===== src/rtl/grey_reader_pkg.sv =====
// Shared constants for the grey-code counter reader: window selects, grey code points, FSM states.
package grey_pkg;

  localparam int NUM_DIGITS = 12;
  localparam int GREY_W     = 5;
  localparam int BCD_W      = 4;
  localparam int SEL_W      = 6;
  localparam int K_W        = 4;

  localparam logic [GREY_W-1:0] G0 = 5'b00000;
  localparam logic [GREY_W-1:0] G1 = 5'b00001;
  localparam logic [GREY_W-1:0] G2 = 5'b00011;
  localparam logic [GREY_W-1:0] G3 = 5'b00010;
  localparam logic [GREY_W-1:0] G4 = 5'b00110;
  localparam logic [GREY_W-1:0] G5 = 5'b00100;
  localparam logic [GREY_W-1:0] G6 = 5'b01100;
  localparam logic [GREY_W-1:0] G7 = 5'b01000;
  localparam logic [GREY_W-1:0] G8 = 5'b11000;
  localparam logic [GREY_W-1:0] G9 = 5'b10000;

  // Element k is the counter window select for digit slot k (k=0 is hunB, k=11 is ones).
  localparam logic [NUM_DIGITS-1:0][SEL_W-1:0] SEL_TABLE = {
    6'b000000, 6'b100010, 6'b100001, 6'b010011,
    6'b010010, 6'b010001, 6'b001011, 6'b001010,
    6'b001001, 6'b000111, 6'b000110, 6'b000101
  };

  localparam logic [K_W-1:0] LAST_K = K_W'(NUM_DIGITS - 1);

  typedef enum logic [1:0] {
    IDLE,
    DRIVE,
    CAPTURE,
    DONE
  } state_e;

endpackage


===== src/rtl/grey_digit_decode.sv =====
// Combinational 5-bit grey digit to BCD decoder; any non-code point yields 4'hF with o_bad set.
module grey_digit_decode
  import grey_pkg::*;
(
  input  logic [GREY_W-1:0] i_grey,
  output logic [BCD_W-1:0]  o_bcd,
  output logic              o_bad
);

  always_comb begin
    o_bcd = 4'hF;
    o_bad = 1'b0;
    case (i_grey)
      G0:      o_bcd = 4'd0;
      G1:      o_bcd = 4'd1;
      G2:      o_bcd = 4'd2;
      G3:      o_bcd = 4'd3;
      G4:      o_bcd = 4'd4;
      G5:      o_bcd = 4'd5;
      G6:      o_bcd = 4'd6;
      G7:      o_bcd = 4'd7;
      G8:      o_bcd = 4'd8;
      G9:      o_bcd = 4'd9;
      default: o_bad = 1'b1;
    endcase
  end

endmodule


===== src/rtl/grey_reader.sv =====
// Steps the counter's byte window, decodes 12 grey digits and presents a 48-bit BCD frame.
// Optional guard-bit cross-check is enabled by defining GREY_READER_XCHK_EN.
//
// state   | meaning
// IDLE    | o_sel parked at 000000, waiting for i_start
// DRIVE   | o_sel = SEL_TABLE[k], settle down-counter running
// CAPTURE | sample i_data into digit slot k on the next edge
// DONE    | o_valid pulse, frame outputs freshly loaded
module grey_reader
  import grey_pkg::*;
#(
  parameter int SETTLE     = 2,
  parameter int CONTINUOUS = 0
) (
  input  logic                        i_clk,
  input  logic                        i_rst,
  input  logic                        i_start,
  input  logic [7:0]                  i_data,
  output logic [SEL_W-1:0]            o_sel,
  output logic                        o_busy,
  output logic                        o_valid,
  output logic [NUM_DIGITS*BCD_W-1:0] o_bcd,
  output logic [NUM_DIGITS-1:0]       o_bad,
  output logic                        o_zero,
  output logic                        o_xerr
);

  localparam logic [2:0] SETTLE_LD = 3'(SETTLE - 1);

  state_e                        state_q, state_d;
  logic [K_W-1:0]                k_q, k_d;
  logic [2:0]                    cnt_q, cnt_d;
  logic [NUM_DIGITS*BCD_W-1:0]   work_bcd_q, work_bcd_d;
  logic [NUM_DIGITS-1:0]         work_bad_q, work_bad_d;
  logic                          work_zero_q, work_zero_d;
  logic [NUM_DIGITS*BCD_W-1:0]   out_bcd_q, out_bcd_d;
  logic [NUM_DIGITS-1:0]         out_bad_q, out_bad_d;
  logic                          out_zero_q, out_zero_d;

  logic [GREY_W-1:0]             grey_in;
  logic [BCD_W-1:0]              dec_bcd;
  logic                          dec_bad;
  logic                          unused_heartbeat;

  assign unused_heartbeat = i_data[0];

  // The ones window is shifted down one bit to make room for the tens guard pair.
  assign grey_in = (k_q == LAST_K) ? i_data[5:1] : i_data[6:2];

  grey_digit_decode u_decode (
    .i_grey (grey_in),
    .o_bcd  (dec_bcd),
    .o_bad  (dec_bad)
  );

`ifdef GREY_READER_XCHK_EN
  logic [1:0] prev_grey_q, prev_grey_d;
  logic       work_xerr_q, work_xerr_d;
  logic       out_xerr_q, out_xerr_d;
  logic       guard_err;

  always_comb begin
    guard_err = 1'b0;
    if (k_q == LAST_K) begin
      guard_err = (i_data[7:6] != prev_grey_q);
    end else if (k_q != '0) begin
      guard_err = (i_data[7] != prev_grey_q[0]);
    end
  end

  always_comb begin
    prev_grey_d = prev_grey_q;
    work_xerr_d = work_xerr_q;
    out_xerr_d  = out_xerr_q;
    if ((state_q == IDLE && i_start) || (state_q == DONE && CONTINUOUS != 0)) begin
      work_xerr_d = 1'b0;
    end else if (state_q == CAPTURE) begin
      prev_grey_d = grey_in[1:0];
      work_xerr_d = work_xerr_q | guard_err;
      if (k_q == LAST_K) begin
        out_xerr_d = work_xerr_d;
      end
    end
  end

  always_ff @(posedge i_clk) begin
    if (i_rst) begin
      prev_grey_q <= '0;
      work_xerr_q <= 1'b0;
      out_xerr_q  <= 1'b0;
    end else begin
      prev_grey_q <= prev_grey_d;
      work_xerr_q <= work_xerr_d;
      out_xerr_q  <= out_xerr_d;
    end
  end

  assign o_xerr = out_xerr_q;
`else
  assign o_xerr = 1'b0;
`endif

  always_comb begin
    state_d     = state_q;
    k_d         = k_q;
    cnt_d       = cnt_q;
    work_bcd_d  = work_bcd_q;
    work_bad_d  = work_bad_q;
    work_zero_d = work_zero_q;
    out_bcd_d   = out_bcd_q;
    out_bad_d   = out_bad_q;
    out_zero_d  = out_zero_q;
    o_sel       = '0;
    o_busy      = 1'b0;
    o_valid     = 1'b0;

    case (state_q)
      IDLE: begin
        if (i_start) begin
          state_d = DRIVE;
          k_d     = '0;
          cnt_d   = SETTLE_LD;
        end
      end

      DRIVE: begin
        o_busy = 1'b1;
        o_sel  = SEL_TABLE[k_q];
        if (cnt_q == '0) begin
          state_d = CAPTURE;
        end else begin
          cnt_d = cnt_q - 3'd1;
        end
      end

      CAPTURE: begin
        o_busy = 1'b1;
        o_sel  = SEL_TABLE[k_q];
        for (int s = 0; s < NUM_DIGITS; s++) begin
          if (k_q == K_W'(s)) begin
            work_bcd_d[(NUM_DIGITS-1-s)*BCD_W +: BCD_W] = dec_bcd;
            work_bad_d[NUM_DIGITS-1-s]                  = dec_bad;
          end
        end
        if (k_q == '0) begin
          work_zero_d = i_data[7];
        end
        if (k_q == LAST_K) begin
          // Final slot goes straight to the outputs so they are valid in the DONE cycle.
          state_d    = DONE;
          out_bcd_d  = work_bcd_d;
          out_bad_d  = work_bad_d;
          out_zero_d = work_zero_d;
        end else begin
          state_d = DRIVE;
          k_d     = k_q + K_W'(1);
          cnt_d   = SETTLE_LD;
        end
      end

      DONE: begin
        o_busy  = 1'b1;
        o_valid = 1'b1;
        if (CONTINUOUS != 0) begin
          state_d = DRIVE;
          k_d     = '0;
          cnt_d   = SETTLE_LD;
        end else begin
          state_d = IDLE;
        end
      end

      default: state_d = IDLE;
    endcase
  end

  always_ff @(posedge i_clk) begin
    if (i_rst) begin
      state_q     <= IDLE;
      k_q         <= '0;
      cnt_q       <= '0;
      work_bcd_q  <= '0;
      work_bad_q  <= '0;
      work_zero_q <= 1'b0;
      out_bcd_q   <= '0;
      out_bad_q   <= '0;
      out_zero_q  <= 1'b0;
    end else begin
      state_q     <= state_d;
      k_q         <= k_d;
      cnt_q       <= cnt_d;
      work_bcd_q  <= work_bcd_d;
      work_bad_q  <= work_bad_d;
      work_zero_q <= work_zero_d;
      out_bcd_q   <= out_bcd_d;
      out_bad_q   <= out_bad_d;
      out_zero_q  <= out_zero_d;
    end
  end

  assign o_bcd  = out_bcd_q;
  assign o_bad  = out_bad_q;
  assign o_zero = out_zero_q;

endmodule


===== config.mk =====
export PLATFORM = sky130hd
export DESIGN_NAME = grey_reader
export DESIGN_NICKNAME = d
export VERILOG_FILES = /design/src/rtl/grey_reader_pkg.sv /design/src/rtl/grey_digit_decode.sv /design/src/rtl/grey_reader.sv
export SDC_FILE = /design/constraint.sdc
export NUM_CORES = 1
export LEC_CHECK = 0
export BUFFER_PORTS_ARGS = -buffer_cell sky130_fd_sc_hd__buf_2
export CAP_MARGIN = 10
export CORE_MARGIN = 10
export CORE_UTILIZATION = 59
export CTS_CLUSTER_SIZE = 12
export DETAILED_ROUTE_END_ITERATION = 10
export PLACE_DENSITY_LB_ADDON = 0.1
export SYNTH_ARGS = -nofsm -noshare
export SYNTH_HDL_FRONTEND = slang
export SYNTH_SLANG_ARGS = --single-unit

===== constraint.sdc =====
create_clock -name i_clk -period 7.4 [get_ports i_clk]
set_input_delay 0.74 -clock i_clk [delete_from_list [all_inputs] [get_ports i_clk]]
set_output_delay 0.74 -clock i_clk [all_outputs]
set_load 0.1 [all_outputs]

After elaboration in Yosys (flattened, before gate mapping)
Memory sizes are Yosys's and may differ from the RTL's. A register that Yosys moved wholly into a read port is not among the register bits.
Cells that the tools add are included.
Widths: inputs -> output; s select.

storage, ports and cells
  register bits after elaboration = 131
  memory bits (read-only) = 96
  input port bits = 11
  word-level logic and storage cells = 98
  memories = 1

memories
  memory           depth  width  rd ports  clocked after memory_dff  wr ports  RTL line            text
  (no name shown)  16     6      1         1                         0         grey_reader.sv:138  o_sel = SEL_TABLE[k_q];

operators by class
  add/sub/neg operators = 2
  order comparisons = 1
  equality and inequality tests = 27
  multiplexer cells = 45
  reductions and logical operators = 13

operators with widths
  operator             number
  $mux 4               16
  $pmux 4 s10          1
  $eq 4x3->1 const B   4
  $eq 4x4->1 const B   4
  $mux 1               16
  $mux 6               2
  $eq 5x2->1 const B   2
  $eq 5x3->1 const B   2
  $eq 5x4->1 const B   2
  $eq 5x5->1 const B   2
  $reduce_or 10->1     1
  $mux 3               3
  $pmux 3 s3           1
  $eq 4x2->1 const B   2
  $ne 2x2->1 const B   4
  $pmux 2 s4           1
  $pmux 4 s2           1
  $mux 2               3
  $eq 5x1->1 const B   1
  $logic_not 5->1      1
  $lt 4x5->1 const B   1
  $mux 5               1
  $add 4x1->4 const B  1
  $eq 2x2->1 const B   2
  13 further kinds     14

Logic depth before layout (Yosys ltp)
  word-level depth = 6
  depth in mapped cells = 13
  depth with buffers taken out = 11

Modules after synthesis
A second synthesis with hierarchy kept.

second synthesis, totals
  cells, all modules = 628
  area total of the unflattened synthesis = 5426.5 µm²

modules (own cells, without submodules)
  module             instances  cells each  area an instance (µm²)  sequential area each (µm²)
  grey_reader        1          607         5283.8                  2642.5
  grey_digit_decode  1          21          142.6                   0.0

Least setup slack after synthesis
OpenSTA, ideal clock, no wires.

  path type = register to register
  from = register state_q[0]
  to = register (tool-made name)
  setup time = 0.121 ns
  data arrival time = 2.571 ns
  data required time = 7.279 ns
  slack = 4.708 ns
  cell stages (with the launch flop) = 14
  path buffers = 2
  path through = dfxtp_1 inv_1 ha_1 buf_2 and4b_1 buf_2 or3_1 a32oi_2 nor2_1 inv_1 ha_1 inv_1 mux2i_1 mux2_2

RTL lines
  what                    RTL line            text
  start, declared         grey_reader.sv:30   state_e state_q, state_d;
  start signal, assigned  grey_reader.sv:189  state_q <= state_d;

Worst setup path after layout
  from = register k_q[0]
  to = register out_bcd_q[5], in the netlist o_bcd[5]

on the way
  longest elaborated chain between the ends = 5
  elaborated cells between the ends (all ways) = 16

RTL lines
  what                                      RTL line                               text
  start, declared                           grey_reader.sv:31                      logic [K_W-1:0] k_q, k_d;
  start signal, assigned                    grey_reader.sv:190                     k_q <= k_d;
  $eq 4x4->1                                grey_reader.sv:48, grey_reader.sv:148
  $mux 5                                    grey_reader.sv:48                      assign grey_in = (k_q == LAST_K) ? i_data[5:1] : i_data[6:2];
  $eq 5x5->1, or another cell as far along  grey_digit_decode.sv:13                case (i_grey)
  $pmux 4 s10                               grey_digit_decode.sv:13
  $mux 4                                    grey_reader.sv:140                     if (k_q == K_W'(s)) begin
  end signal, assigned                      grey_reader.sv:195                     out_bcd_q <= out_bcd_d;
  end, declared                             grey_reader.sv:36                      logic [NUM_DIGITS*BCD_W-1:0] out_bcd_q, out_bcd_d;

Parallel ways exist; a longest one is shown, timed or not.
A chain may end at the register's enable or synchronous reset.

==> flow_summary_export.csv <==
group,metric,value,unit
clock_network,clock_path_buffers,2,
synthesis,synth-seq-cells,137,
setup_path,cpMaxStageDelayCell,"nand4_1",
cells_and_area,layout-drive-gt1-share,16.3,%
clock_network,cts_max_level,4,
worst_hold_path,hp-class,"reg2reg",
placed_design,place_congestion,0.840,
synthesis,ys_top_cells_by_area,"dfxtp_1 44%, nand2_1 9.7%, a21oi_1 8.2%",
synthesis,synthArstFlopShare,0,%
clock_network,cts-root-buf,"clkbuf_8",
placed_design,dpl.hpwl,10500,µm
clock_network,postCtsSetupBuffers,0,
setup_path,critical_path.endpoint_type,"flop",
synthesis,synth_flop_cell,"dfxtp_1",
sta,min_period,3400,ps
synthesis,muxShareOfSynthArea,2.21,%
detailed_routing,drt_first_pass_iters,6,
synthesis,syn_inst,764,
sta,fin_skew,5.74,ps
setup_path,path_class,"reg2reg",
detailed_routing,viasPerCell,5.92,
detailed_routing,drc,0,
cells_and_area,layout_common_cells,"159 x nand2_1, 137 x dfxtp_1, 101 x a21oi_1",
setup_path,worstPathMaxFanout,20,
synthesis,synth_cell_types,52,
setup_path,cp_data_arrival_time,3770,ps
sta,setup_tns,0,ps
synthesis,yosys.area_share.simple,21.9,%
clock_network,cts.sinks,137,
pwr,power.density,279,nW/µm²
sta,finalHoldViolations,0,
detailed_routing,vias,5680,
floorplan,core-area,10200,µm²
synthesis,syn_nets,793,
clock_network,cts_hold_buf,0,
sta,holdWs,450,ps
synthesis,synthAdderAreaFrac,3.65,%
run_status,outcome,"finished clean",
sta,rsz0062_at_grt,"no",
pwr,peakVddDrop,0.300,mV
sta,setup_viol,0,
floorplan,dieArea,14900,µm²
detailed_routing,drtAntennaViolNets,0,
sta,worst_slew_pin_slew,1150,ps
detailed_routing,routed_wl,16500,µm
clock_network,cts_tree,"built",
setup_path,crit_required,7760,ps
global_routing,globalRouteTotalUtil,21.8,%
global_routing,grt_pass1_vias,5385,
floorplan,fp.dieW,122,µm
sta,max_freq,0.294,GHz
global_routing,grt_overflow,0,
synthesis,ys_seq_area_share,44.5,%
cells_and_area,final_cell_area,7120,µm²
global_routing,grt_max_degree,89,
clock_network,cts_buffers,17,
clock_network,cts_resized,0,
clock_network,path_clk_slew,60,ps
synthesis,synth_top_family_by_area,"compound AO/OA/AOI/OAI gates",
cells_and_area,synthToLayoutAreaGrowth,15.6,%
synthesis,synth-xor-area-share,0.284,%
synthesis,synth_top_cell_area_share,44.5,%
sta,slew_headroom,23.1,%
sta,post-route-period-util,46.0,%
flow_run,drv_cap,0,
floorplan,num_io_pins,81,
floorplan,initial_utilization,60.3,%
detailed_routing,initialDrtViolationCount,600,
setup_path,cp_slowest_stage_delay,720,ps
global_routing,antenna_found_initial,0,
sta,drv_slew,0,
global_routing,grt_pass1_wl,26700,µm
synthesis,syn_area,6160,µm²
synthesis,synth-edff-count,0,
cells_and_area,layout.cells.most_common,"nand2_1",
synthesis,ys.warnings.count,0,
placed_design,placed_cell_area,6540,µm²
cells_and_area,diodes,0,
floorplan,fp.dieH,122,µm
detailed_routing,post_drt_wl_per_cell,17.3,µm
setup_path,crit_chain,"ha_1 -> nand3b_1 -> a21boi_1 -> buf_4 -> nand4_1 -> o2111ai_1 -> a211oi_1",
synthesis,synth_area_leader_cell,"dfxtp_1",
synthesis,avgSynthCellArea,8.07,µm²
cells_and_area,fin_nets,839,
floorplan,row_count,37,
synthesis,synth_compound_area_share,22.2,%
clock_network,insertion_delay,530,ps
pwr,power.leakage,2.73,nW
placed_design,port_buffers,78,
setup_path,cp-start-kind,"flop",
[cell type report]
cell class,count,area [µm²]
clock inverter,11,148
clock buffer,21,439
inverter,14,52.6
fill,873,3110
timing repair buffer,87,460
multi-input combinational,553,3110
tap,136,170
sequential,137,2740
[sequential cells by signal, indices dropped and copies added (netlist names), named ones only]
signal	cells
cnt_q	3
k_q	4
work_zero_q	1
o_bad	12
o_zero	1
work_bad_q	12
o_bcd	48
work_bcd_q	48
state_q	2
[worst paths after layout]
kind / startpoint / end / slack, ps / cells after the start
setup / recovery: k_q[0] / o_bcd[5] / 4000 / 7
hold / removal: o_bcd[29] / o_bcd[29] / 450 / 2
setup reg to reg: k_q[0] / o_bcd[5] / 4000 / 7
hold reg to reg: o_bcd[29] / o_bcd[29] / 450 / 2
[cells by family (layout without fill, tap and decap cells)]
family                     after synthesis  after routing
AOI/OAI and AO/OA                      220            220
xor gates and xnor gates                 2              2
adders and majority gates               18             18
buffers and inverters                   74            133
DFF                                    137            137
muxes                                   13             13
other                                    1              1
and+or+nand+nor                        299            299
[Yosys cell counts, types with 3 or more instances]
library cell,number
dfxtp_1,137
and2_1,14
o2111ai_1,3
a21oi_1,101
nand3_1,13
a211oi_1,25
and3b_1,5
mux2i_1,8
nand2_1,159
nand2b_1,5
inv_1,14
a31oi_1,22
buf_2,14
nor3_1,15
buf_1,6
buf_4,5
a311oi_1,4
ha_1,18
o21ai_0,19
mux2_2,5
clkbuf_1,34
nor2_1,64
o211ai_1,31
and4b_1,3
nor2b_1,6
[metal layers]
metal	part of all wire (%)	routed length [µm]	up-vias	GRT usage [%]
met4	1.7	278	0	7.66
met1	43	7040	2660	27.4
met2	47	7860	237	35.5
met5	0	0	-	0
met3	8.3	1370	32	5.69
li1	-	-	2751	-
[critical path, delay by kind of cell (launching register included)]
kind,cells,cell delay [ps]
buf+inv,1,300
flops,1,440
simple gates,2,1220
compound gates,3,780
fa+ha+maj,1,480
[report_power, final]
| group | total [W] | internal, W | leakage (nW) | switching [W] |
|---|---|---|---|---|
| registers | 0.000779 | 0.000761 | 1.10 | 0.0000178 |
| clock network | 0.000838 | 0.000522 | 0.274 | 0.000317 |
| logic | 0.000371 | 0.0000871 | 1.35 | 0.000284 |
[stage by stage]
stage / std cells / setup slack (ps) / utilization [%] / total power, W
3_5_place_dp: 927 / 4070 / 63.9 / 0.00116
2_1_floorplan: 764 / 4710 / - / 0.00109
6_report: 959 / 4000 / 69.6 / 0.00199
5_1_grt: 959 / 3700 / 69.6 / 0.00206
3_3_place_gp: 927 / 4130 / 63.9 / 0.00115
4_1_cts: 959 / 4070 / 69.6 / 0.00199
No activity file was read; power rests on OpenSTA's default activity.
